### src/rtl/fifo_pkg.sv
// Shared defaults and threshold helper for the flagged synchronous FIFO.
package fifo_pkg;

    localparam int DefWordLength       = 8;
    localparam int DefAddrBits         = 3;
    localparam int DefAlmostEmptyThr   = 2;
    localparam int DefAlmostFullMargin = 2;

    // Almost-full threshold sits a fixed margin below the full depth.
    function automatic int almost_full_thr(input int addr_bits, input int margin);
        return (1 << addr_bits) - margin;
    endfunction

endpackage

### src/rtl/reg_file.sv
// Storage array with one synchronous write port and one asynchronous read port.
module reg_file #(
    parameter int Width    = 8,
    parameter int AddrBits = 3
) (
    input  logic                clk_i,
    input  logic                we_i,
    input  logic [AddrBits-1:0] waddr_i,
    input  logic [Width-1:0]    wdata_i,
    input  logic [AddrBits-1:0] raddr_i,
    output logic [Width-1:0]    rdata_o
);

    logic [Width-1:0] mem [2**AddrBits];

    always_ff @(posedge clk_i) begin
        if (we_i) begin
            mem[waddr_i] <= wdata_i;
        end
    end

    assign rdata_o = mem[raddr_i];

endmodule

### src/rtl/sync_fifo_flags.sv
// Synchronous FIFO with occupancy count, almost/full/empty flags and registered read data.
// Optional sticky overflow/underflow flags are built when SYNC_FIFO_ERR_FLAGS_EN is defined.
module sync_fifo_flags
    import fifo_pkg::*;
#(
    parameter int WordLength     = DefWordLength,
    parameter int AddrBits       = DefAddrBits,
    parameter int AlmostFullThr  = almost_full_thr(DefAddrBits, DefAlmostFullMargin),
    parameter int AlmostEmptyThr = DefAlmostEmptyThr
) (
    input  logic                  clk_i,
    input  logic                  rst_ni,
    input  logic                  wr_i,
    input  logic [WordLength-1:0] w_data_i,
    input  logic                  rd_i,
    output logic [WordLength-1:0] r_data_o,
    output logic                  r_valid_o,
    output logic                  empty_o,
    output logic                  full_o,
    output logic                  almost_empty_o,
    output logic                  almost_full_o,
`ifdef SYNC_FIFO_ERR_FLAGS_EN
    input  logic                  err_clr_i,
    output logic                  overflow_o,
    output logic                  underflow_o,
`endif
    output logic [AddrBits:0]     count_o
);

    localparam int Depth = 2 ** AddrBits;
    localparam logic [AddrBits:0] DepthCnt = (AddrBits + 1)'(Depth);
    localparam logic [AddrBits:0] AfThr    = (AddrBits + 1)'(AlmostFullThr);
    localparam logic [AddrBits:0] AeThr    = (AddrBits + 1)'(AlmostEmptyThr);

    if (!(AlmostEmptyThr >= 1 && AlmostEmptyThr < AlmostFullThr && AlmostFullThr <= Depth))
    begin : g_bad_thresholds
        $error("sync_fifo_flags: need 1 <= AlmostEmptyThr < AlmostFullThr <= DEPTH");
    end

    logic [AddrBits:0]     wr_ptr;
    logic [AddrBits:0]     rd_ptr;
    logic [WordLength-1:0] rd_word;
    logic                  wr_acc;
    logic                  rd_acc;

    // Handshake: wr_i/rd_i are requests held by the producer/consumer; a request
    // takes effect only on an edge where its accept (wr_acc/rd_acc) is high, and a
    // popped word appears on r_data_o with r_valid_o=1 for exactly the next cycle.
    assign rd_acc = rd_i & ~empty_o;
    assign wr_acc = wr_i & (~full_o | rd_acc);

    assign empty_o        = (count_o == '0);
    assign full_o         = (count_o == DepthCnt);
    assign almost_full_o  = (count_o >= AfThr);
    assign almost_empty_o = (count_o <= AeThr);

    reg_file #(
        .Width    (WordLength),
        .AddrBits (AddrBits)
    ) u_storage (
        .clk_i   (clk_i),
        .we_i    (wr_acc & rst_ni),
        .waddr_i (wr_ptr[AddrBits-1:0]),
        .wdata_i (w_data_i),
        .raddr_i (rd_ptr[AddrBits-1:0]),
        .rdata_o (rd_word)
    );

    always_ff @(posedge clk_i) begin
        if (!rst_ni) begin
            wr_ptr    <= '0;
            rd_ptr    <= '0;
            count_o   <= '0;
            r_data_o  <= '0;
            r_valid_o <= 1'b0;
        end else begin
            if (wr_acc) begin
                wr_ptr <= wr_ptr + 1'b1;
            end
            if (rd_acc) begin
                rd_ptr   <= rd_ptr + 1'b1;
                r_data_o <= rd_word;
            end
            r_valid_o <= rd_acc;
            case ({wr_acc, rd_acc})
                2'b10:   count_o <= count_o + 1'b1;
                2'b01:   count_o <= count_o - 1'b1;
                default: count_o <= count_o;
            endcase
        end
    end

`ifdef SYNC_FIFO_ERR_FLAGS_EN
    // Setting a flag wins over a clear arriving in the same cycle.
    always_ff @(posedge clk_i) begin
        if (!rst_ni) begin
            overflow_o  <= 1'b0;
            underflow_o <= 1'b0;
        end else begin
            if (wr_i & ~wr_acc) begin
                overflow_o <= 1'b1;
            end else if (err_clr_i) begin
                overflow_o <= 1'b0;
            end
            if (rd_i & ~rd_acc) begin
                underflow_o <= 1'b1;
            end else if (err_clr_i) begin
                underflow_o <= 1'b0;
            end
        end
    end
`endif

endmodule

### config.mk
export PLATFORM = sky130hd
export DESIGN_NAME = sync_fifo_flags
export DESIGN_NICKNAME = d
export VERILOG_FILES = /design/src/rtl/fifo_pkg.sv /design/src/rtl/reg_file.sv /design/src/rtl/sync_fifo_flags.sv
export SDC_FILE = /design/constraint.sdc
export NUM_CORES = 1
export LEC_CHECK = 0
export CORE_MARGIN = 3
export CORE_UTILIZATION = 45
export CTS_CLUSTER_DIAMETER = 120
export DETAILED_ROUTE_END_ITERATION = 16
export PLACE_DENSITY_LB_ADDON = 0.25
export SLEW_MARGIN = 25
export SYNTH_ARGS = -nofsm -noshare
export SYNTH_HDL_FRONTEND = slang
export SYNTH_SLANG_ARGS = --single-unit
### constraint.sdc
create_clock -name clk_i -period 2.2 [get_ports clk_i]
set_input_delay 0.44 -clock clk_i [delete_from_list [all_inputs] [get_ports clk_i]]
set_output_delay 0.44 -clock clk_i [all_outputs]
set_load 0.005 [all_outputs]
**Word-level counts from Yosys, hierarchy flattened**

Memories as Yosys holds them, arrays and structs flattened. A register that Yosys moved wholly into a read port is not among the register bits.
Index checks and enable logic that the tools add are counted.
Widths: inputs -> output; s select.

- Add/subtract/negate cells: 4
- Magnitude comparators: 2
- Eq/ne operators: 3
- Muxes and demuxes: 3
- Bitwise gates (word level): 6
- Reduce and logical (&&, ||, !) cells: 3

Operators by type and width:

| cell | count |
|---|---|
| $add 4x1->4 const B | 3 |
| $pmux 4 s2 | 1 |
| $eq 4x4->1 const B | 1 |
| $ge 4x3->1 const B | 1 |
| $le 4x2->1 const B | 1 |
| $logic_not 4->1 | 1 |
| $sub 4x1->4 const B | 1 |
| $and 1x1->1 | 3 |
| $eq 2x1->1 const B | 1 |
| $eq 2x2->1 const B | 1 |
| $mux 1 | 2 |
| $not 1->1 | 2 |
| $reduce_bool 2->1 | 1 |
| $logic_not 1->1 | 1 |
| $or 1x1->1 | 1 |

- Register bits: 13
- Bits in writable memories: 64
- Word-level logic and storage cells: 26
- Memories: 1

Memories:

| memory | words | width | rd ports | clocked after memory_dff | write ports | line | RTL |
|---|---|---|---|---|---|---|---|
| u_storage.mem | 8 | 8 | 1 | 1 | 1 | reg_file.sv:14 | `logic [Width-1:0] mem [2**AddrBits];` |

**Logic depth before layout (Yosys ltp)**

Gate-level depths: netlist of run 1.

- Depth in word-level cells: 8
- Mapped depth: 10
- Mapped depth without buffers: 8

**By module**

A second synthesis of run 1 with hierarchy kept.

- Cells, all modules: 204
- Area total of the unflattened synthesis: 3378.2 um2

Modules (own cells, without submodules):

| module | times used | cells an instance | area each (um2) | seq. area each (um2) |
|---|---|---|---|---|
| reg_file | 1 | 106 | 2531.2 | 1921.8 |
| sync_fifo_flags | 1 | 98 | 847.1 | 380.4 |

**Worst setup path before layout of run 1**

No wires, ideal clock.

- Path type: reg2reg
- From: register count_o[0]
- To: register count_o[3]
- Arrival time: 2.246 ns
- Data required time: 2.124 ns
- Path slack: -0.122 ns
- Cell stages (with the launch flop): 11
- Buffers on the path: 2
- Period minus slack after synthesis: 2.322 ns
- Cells stage by stage: dfxtp_1 > buf_6 > o41a_1 > clkbuf_1 > nand2_1 > inv_1 > ha_1 > a21oi_1 > a211oi_1 > a311o_1 > a31oi_1

- Longest elaborated chain between the ends: 7
- Elaborated cells on any way between the ends: 13
- Classes of those cells: add/sub (2); eq/ne (3); mux (1); bitwise (5); reduce/logical (2)

RTL lines:

| item | line | RTL |
|---|---|---|
| from (decl) | sync_fifo_flags.sv:27 | `output logic [AddrBits:0] count_o` |
| from (signal assigned) | sync_fifo_flags.sv:86 | `2'b10: count_o <= count_o + 1'b1;` |
| from (signal assigned) | sync_fifo_flags.sv:87 | `2'b01: count_o <= count_o - 1'b1;` |
| from (signal assigned) | sync_fifo_flags.sv:88 | `default: count_o <= count_o;` |
| $logic_not 4->1 | sync_fifo_flags.sv:52 | `assign empty_o = (count_o == '0);` |
| $not 1->1 | sync_fifo_flags.sv:49 | `assign rd_acc = rd_i & ~empty_o;` |
| $and 1x1->1 | sync_fifo_flags.sv:49 |  |
| $or 1x1->1 | sync_fifo_flags.sv:50 | `assign wr_acc = wr_i & (~full_o \| rd_acc);` |
| $and 1x1->1 | sync_fifo_flags.sv:50 |  |
| $eq 2x1->1 / $eq 2x2->1 (equally long branches) | sync_fifo_flags.sv:85 | `case ({wr_acc, rd_acc})` |
| $pmux 4 s2 / $reduce_bool 2->1 (equally long branches) | -- |  |

Several ways; a longest one is shown, not always the timed one.
A chain may end at the register's enable or synchronous reset.

**Worst setup path in the final report of run 1**

Same ends and word-level chain as after synthesis.

==> results of run 1 <==
power by group through the flow:
stage	sequential [uW]	combinational (uW)	clock (uW)
5_1_grt	1950	1560	1240
4_1_cts	1930	1380	1170
3_3_place_gp	1960	1340	0
2_1_floorplan	1950	839	0
6_report	1930	1400	1130
3_5_place_dp	1960	1370	0
cell type report:
| type | count | area [um^2] |
|---|---|---|
| clock buffer | 9 | 123.9 |
| clock inverter | 7 | 82.58 |
| fill | 553 | 2870 |
| inverter | 6 | 22.52 |
| multi-input combinational | 106 | 996.0 |
| sequential | 83 | 2307 |
| tap | 96 | 120.1 |
| timing repair buffer | 55 | 496.7 |
sequential cells by signal, summed over array words and instances, names as in the netlist:
| signal | count |
|---|---|
| wr_ptr | 3 |
| rd_ptr | 3 |
| count_o | 4 |
| r_valid_o | 1 |
| u_storage.mem | 64 |
| r_data_o | 8 |
cells by family after synthesis:
family / synth area share, %
AO/OA/AOI/OAI: 6.234
XOR/XNOR: 1.307
adder cells (fa/ha/maj): 2.090
buffers and inverters: 2.389
flip-flops: 68.68
multiplexers: 13.74
AND/OR/NAND/NOR: 5.562
worst reg2reg max path: stages (launching register included):
cell     delay, ps
dfxtp_2        360
o41a_1         430
nand2_2        100
inv_2           50
ha_4           270
nand3_1        100
and2_1         160
a311o_1        340
a31oi_1        150
stage by stage:
step / hold slack, ps / utilization [%] / worst slack (ps) / area (um^2)
3_5_place_dp: 522.4 / 55.76 / -134.8 / 3914
2_1_floorplan: 492.1 / - / 8.293 / 3381
5_1_grt: 557.6 / 59.11 / 39.02 / 4149
3_3_place_gp: 514.6 / 55.76 / -87.86 / 3914
6_report: 539.4 / 59.11 / 163.9 / 4149
4_1_cts: 539.9 / 58.79 / 3.576 / 4126
metal layers:
| metal | wire length [um] | global-route usage (%) | part of all wire (%) | up-vias |
|---|---|---|---|---|
| li1 | - | - | - | 911 |
| met1 | 2731 | 20.09 | 42 | 970 |
| met2 | 3401 | 28.82 | 52 | 45 |
| met3 | 291 | 3.249 | 4.5 | 9 |
| met4 | 95 | 7.797 | 1.5 | 0 |
| met5 | 0 | 0 | 0 | - |
cells in the final DEF, fill, tap and decap left out, types with 2 or more instances in the layout:
| cell | instances |
|---|---|
| inv_8 | 2 |
| dfxtp_1 | 17 |
| inv_6 | 2 |
| nand2_1 | 10 |
| o21ai_0 | 11 |
| mux4_2 | 16 |
| a21oi_2 | 2 |
| xor2_1 | 2 |
| nand3_1 | 3 |
| inv_1 | 4 |
| clkbuf_8 | 9 |
| edfxtp_1 | 64 |
| clkdlybuf4s50_1 | 26 |
| a21oi_1 | 9 |
| nor3_1 | 6 |
| xnor2_1 | 3 |
| ha_1 | 3 |
| a211oi_1 | 3 |
| nor2_1 | 9 |
| mux2i_1 | 10 |
| buf_4 | 26 |
worst max-delay path by stage:
stage | end | depth (start not counted) | slack (ps)
6_report | count_o[3] | 8 | 160
3_3_place_gp | count_o[3] | 9 | -90
2_1_floorplan | count_o[3] | 10 | 8
3_5_place_dp | count_o[3] | 9 | -130
4_1_cts | full_o | 3 | 4
5_1_grt | count_o[3] | 8 | 40
timing repair:
action | in CTS | in global routing
setup buffers | 0 | 2
pin swaps | 0 | 1
setup endpoints to repair | 2 | 1
gates cloned | 0 | 0
gates resized for setup | 4 | 3
==> reports/results.ini, run 1 <==
[status]
status = complete, no violations

[logic_synthesis]
ys_warn_count = 0
synthTopCellsByArea = edfxtp_1, dfxtp_1, mux4_2, mux2i_1, o21ai_0
synthTopCellsByCount = edfxtp_1, dfxtp_1, mux4_2
yosys.area.top_type = edfxtp_1
async_flop_share_pct = 0
avgSynthCellArea_um2 = 16.27
synth_most_common_cell = edfxtp_1
synth-seq-area-share_pct = 68.68
synthesis.nets = 223
synthCells = 206
synth_top_area_share_pct = 57.33
synth_flop_cell = edfxtp_1
synth_edf_count = 64
synth-seq-cells = 83
netlist_area_um2 = 3352
yosysUniqueCellTypes = 38

[critical_path]
crit_type = flop to flop
ff2ff_path_depth = 8
path_max_fanout = 6
cp.buffers_inverters = 1
cp-startpoint = count_o[0]
cpPeakStageDelay_ps = 430
rr_startpoint = count_o[0]
cp_cell_sequence = o41a_1 > nand2_2 > inv_2 > ha_4 > nand3_1 > and2_1 > a311o_1 > a31oi_1
critPathSlowestCell = o41a_1
cp-start-kind = flop
cp_top_family = compound AO/OA/AOI/OAI gates
ff2ff_setup_slack_ps = 160
endpoint_kind = flop
critPathRequiredTime_ps = 2480
r2r-end = count_o[3]
cp.arrival_ps = 2320

[power]
pwr-share-clk_pct = 25.3
pwr-share-comb_pct = 31.5
switching_share_pct = 28.95
power_uw = 4460
p_seq_share_pct = 43.2
leakage_uw = 0.001420
ir_drop_mv = 0.4884
switching_power_uw = 1291
power_density_nw_per_um2 = 1075
p_int_uw = 3169

[clocking]
cts_root_buf = clkbuf_8
ctsHoldBuffers = 0
worstSkewPairLatency_ps = 350
clock_path_buffers = 2
cts.sinks = 83
htree_levels = 3
numCtsBuffers = 9
path_clk_slew_ps = 90
cts_tree = done

[sta]
finalSetupViolCount = 0
slew_viol_final = 0
hold_viol = 0
clock_skew_ps = 10.81
period_share_pct = 92.55
final.setup.tns_ps = 0
period_minus_slack_ps = 2036
rsz0062_at_grt = no
worstMarginPinSlew_ps = 837.7
slew_headroom_pct = 43.95
fmax_mhz = 491.1

[finish]
fin_cells = 362
diodes = 0
drive_above_1_share_pct = 27.07
fin_nets = 278
syn2layout_area_growth_pct = 23.78

[floorplan]
die_h_um = 92.31
io_pins = 29
die_w_um = 92.31
die_area_um2 = 8520
coreArea_um2 = 7019
row_count = 30
start_util_pct = 47.75

[drt]
initialDrtViolationCount = 118
detail_route.wl_per_cell_um = 18.01
dr.pass1.iters = 4
route.vias.total = 1935
via_per_inst = 5.345
routed_wirelength_um = 6520
drc_errors = 0
ant_nets = 0

[flow_run]
maxCapViolations = 0

[grt]
grt_pass1_wl_um = 10320
grt_pass1_vias = 1937
grt_overflow = 0
track_usage_pct = 16.68
grt_max_degree = 20
antenna_found_initial = 0

[min_path]
hold_depth = 2
hold_end = wr_ptr[0]
hp-class = flop to flop
hp-start = wr_ptr[0]

[place]
gp_congestion = 0.7722
portBuffers = 28
hpwl_um = 4299
dp.cells = 344

Note: power is estimated with default switching activity, not from simulation.
==> run 2: changes to the inputs <==
--- a/config.mk
+++ b/config.mk
@@ -5,6 +5,7 @@
 export SDC_FILE = /design/constraint.sdc
 export NUM_CORES = 1
 export LEC_CHECK = 0
+export ABC_CLOCK_PERIOD_IN_PS = 2200
 export CORE_MARGIN = 3
 export CORE_UTILIZATION = 45
 export CTS_CLUSTER_DIAMETER = 120
==> results of run 2 <==
Final layout, timing and power as in run 1 (identical DEF).
==> run 3: changes to the inputs <==
--- a/config.mk
+++ b/config.mk
@@ -5,6 +5,7 @@
 export SDC_FILE = /design/constraint.sdc
 export NUM_CORES = 1
 export LEC_CHECK = 0
+export ABC_AREA = 1
 export ABC_CLOCK_PERIOD_IN_PS = 2200
 export CORE_MARGIN = 3
 export CORE_UTILIZATION = 45
==> run 3 against run 2 <==
Largest power group unchanged. Fmax increased by 0.57%. Combinational power decreased by 14%. Routed wire length increased by 6.0%. Synthesized cell count increased by 72%. Register-to-register slack improved by 120 ps. Largest cell class unchanged. Worst setup slack improved by 12 ps. Design area increased by 2.2%. Sequential power about the same. Count of clock-buffer cells in the layout increased by 2. Total power decreased by 3.5%.
==> reports/results.ini, run 3 <==
[status]
status = complete, no violations

[min_path]
hold_depth = 2  ; unchanged
hp-class = flop to flop

[critical_path]
crit_type = flop to primary output
path_max_fanout = 5  ; -1
ff2ff_setup_slack_ps = 280  ; +120 ps
critPathRequiredTime_ps = 1760  ; -720 ps
cp.arrival_ps = 1580  ; -740 ps
path_depth = 4  ; -4
critPathSlowestCell = dfxtp_1
cp_cell_sequence = inv_1 > o21ai_0 > inv_1 > clkdlybuf4s50_1
cpPeakStageDelay_ps = 460  ; +30 ps
cp_top_family = buffers and inverters
ff2ff_path_depth = 13  ; +5
cp.buffers_inverters = 3  ; +2
cp-startpoint = count_o[0]
endpoint_kind = primary output
cp_common_cell = inv_1
cp-start-kind = flop
crit_end = almost_empty_o
rr_startpoint = count_o[3]
r2r-end = count_o[3]

[logic_synthesis]
async_flop_share_pct = 0  ; unchanged
synthCells = 354  ; +72%
synthesis.nets = 371  ; +66%
netlist_area_um2 = 3563  ; +6.3%
synth_edf_count = 64  ; unchanged
yosys.area.top_type = edfxtp_1
synth_flop_cell = edfxtp_1
synth-seq-area-share_pct = 64.61  ; -4.1 points
synth_top_area_share_pct = 53.93  ; -3.4 points
avgSynthCellArea_um2 = 10.07  ; -38%
ys_warn_count = 0  ; unchanged
synthTopCellsByArea = edfxtp_1, dfxtp_1, nand2_1, nand3_1, inv_1
synth_most_common_cell = nand2_1
synth-seq-cells = 83  ; unchanged
yosysUniqueCellTypes = 27  ; -29%
synthTopCellsByCount = nand2_1, edfxtp_1, nand3_1

[finish]
syn2layout_area_growth_pct = 19.03
fin_nets = 414  ; +49%
fin_cells = 501  ; +38%
largest_registers = u_storage.mem (64), r_data_o (8), count_o (4)
largest_reg_flops = 64  ; unchanged
largest-register = u_storage.mem
drive_above_1_share_pct = 11.44  ; -16 points
layout_commonest_cell = nand2_1
final_cell_mix = nand2_1, edfxtp_1, nand3_1
diodes = 0  ; unchanged

[drt]
top_layer = met4
ant_nets = 0  ; unchanged
initialDrtViolationCount = 141  ; +19%
route.vias.total = 2445  ; +26%
dr.pass1.iters = 4  ; unchanged
met1_length_um = 3215  ; +18%
wl_met3_um = 313  ; +7.6%
routed_wirelength_um = 6913  ; +6.0%
via_per_inst = 4.880  ; -8.7%
drc_errors = 0  ; unchanged
dr_wl_met2_um = 3209  ; -5.6%
detail_route.wl_per_cell_um = 13.80  ; -23%

[floorplan]
die_h_um = 94.99  ; +2.9%
die_area_um2 = 9022  ; +5.9%
row_count = 31  ; +3.3%
coreArea_um2 = 7447  ; +6.1%
die_w_um = 94.99  ; +2.9%
start_util_pct = 47.85  ; +0.095 points
io_pins = 29  ; unchanged

[flow_run]
maxCapViolations = 0  ; unchanged

[place]
hpwl_um = 4627  ; +7.6%
portBuffers = 28  ; unchanged
gp_congestion = 0.8507  ; +10%
dpl_worst_slack_ps = 25.05  ; +159.9 ps
dp.cells = 485  ; +41%

[power]
ir_drop_mv = 0.3472  ; -29%
power_density_nw_per_um2 = 1015  ; -5.6%
power_uw = 4305  ; -3.5%
leakage_uw = 0.001702  ; +20%

[grt]
antenna_found_initial = 0  ; unchanged
grt_overflow = 0  ; unchanged
grt_pass1_wl_um = 11200  ; +8.5%
grt_pass1_vias = 2290  ; +18%
grt_max_degree = 35  ; +75%
track_usage_pct = 16.98  ; +0.30 points

[clocking]
cts.sinks = 83  ; unchanged
worstSkewPairLatency_ps = 350  ; about the same
htree_levels = 3  ; unchanged
cts_tree = done
path_clk_slew_ps = 80  ; about the same
numCtsBuffers = 9  ; unchanged
ctsHoldBuffers = 0  ; unchanged
ctsResizeCount = 0  ; -4
clock_path_buffers = 2  ; unchanged
cts_root_buf = clkbuf_8
post_cts.repair.setup_buffers = 0  ; unchanged

[sta]
slew_viol_final = 0  ; unchanged
slew_headroom_pct = 77.17  ; +33 points
rsz0062_at_grt = no
finalSetupViolCount = 0  ; unchanged
hold_viol = 0  ; unchanged
clock_skew_ps = 6.887  ; -3.924 ps
period_share_pct = 92.03  ; -0.52 points
worstMarginPinSlew_ps = 340.3  ; -497.4 ps
setup_ws_ps = 175.4  ; +11.53 ps
period_minus_slack_ps = 2025  ; -11.53 ps
fmax_mhz = 493.9  ; +0.57%
final.setup.tns_ps = 0  ; unchanged

run 3: where the power goes:
part | total (uW) | internal, uW | switching [uW] | leakage (uW)
Combinational | 1210 | 514 | 692 | 0.000849
Clock | 1200 | 695 | 508 | 0.000119
Sequential | 1900 | 1800 | 99.0 | 0.000734
Total | 4300 | 3010 | 1300 | 0.00170
run 3: cell families after synthesis:
kind of cell | Yosys count | share of synthesized area, %
and+or+nand+nor | 182 | 22.09
DFF | 83 | 64.61
buffers and inverters | 51 | 6.495
AOI/OAI and AO/OA | 32 | 4.600
adders and majority gates | 5 | 1.966
xor gates and xnor gates | 1 | 0.2458
run 3: worst min-delay path by stage:
stage	startpoint	slack (ps)	to
2_1_floorplan	r_data_o[0]	460	r_data_o[0]
6_report	r_data_o[3]	470	r_data_o[3]
3_3_place_gp	r_data_o[4]	450	r_data_o[4]
5_1_grt	r_data_o[3]	480	r_data_o[3]
4_1_cts	r_data_o[3]	470	r_data_o[3]
3_5_place_dp	r_data_o[3]	460	r_data_o[3]
run 3: final cells by class:
cell class	count	area [um^2]
clock buffer	11	151.4
clock inverter	5	75.07
fill	655	3206
inverter	37	143.9
multi-input combinational	220	1030
sequential	83	2302
tap	99	123.9
timing repair buffer	46	415.4
run 3: tightest hold or removal path: stages, from the launching register on:
cell and delay [ps]:
dfxtp_1 310, nand2_1 60, a21oi_1 50
run 3: stage by stage:
step                hold slack (ps)  area (um^2)  utilization (%)
floorplan                     460.0         3563                -
global placement              452.8         4015            53.91
detailed placement            458.0         4015            53.91
CTS                           470.4         4242            56.96
global route                  483.1         4242            56.96
finish                        465.5         4242            56.96
run 3: routing by layer:
metal	track usage, %	up-vias
met2	25.90	51
li1	-	1252
met5	0	-
met3	3.028	13
met1	22.94	1129
met4	9.495	0
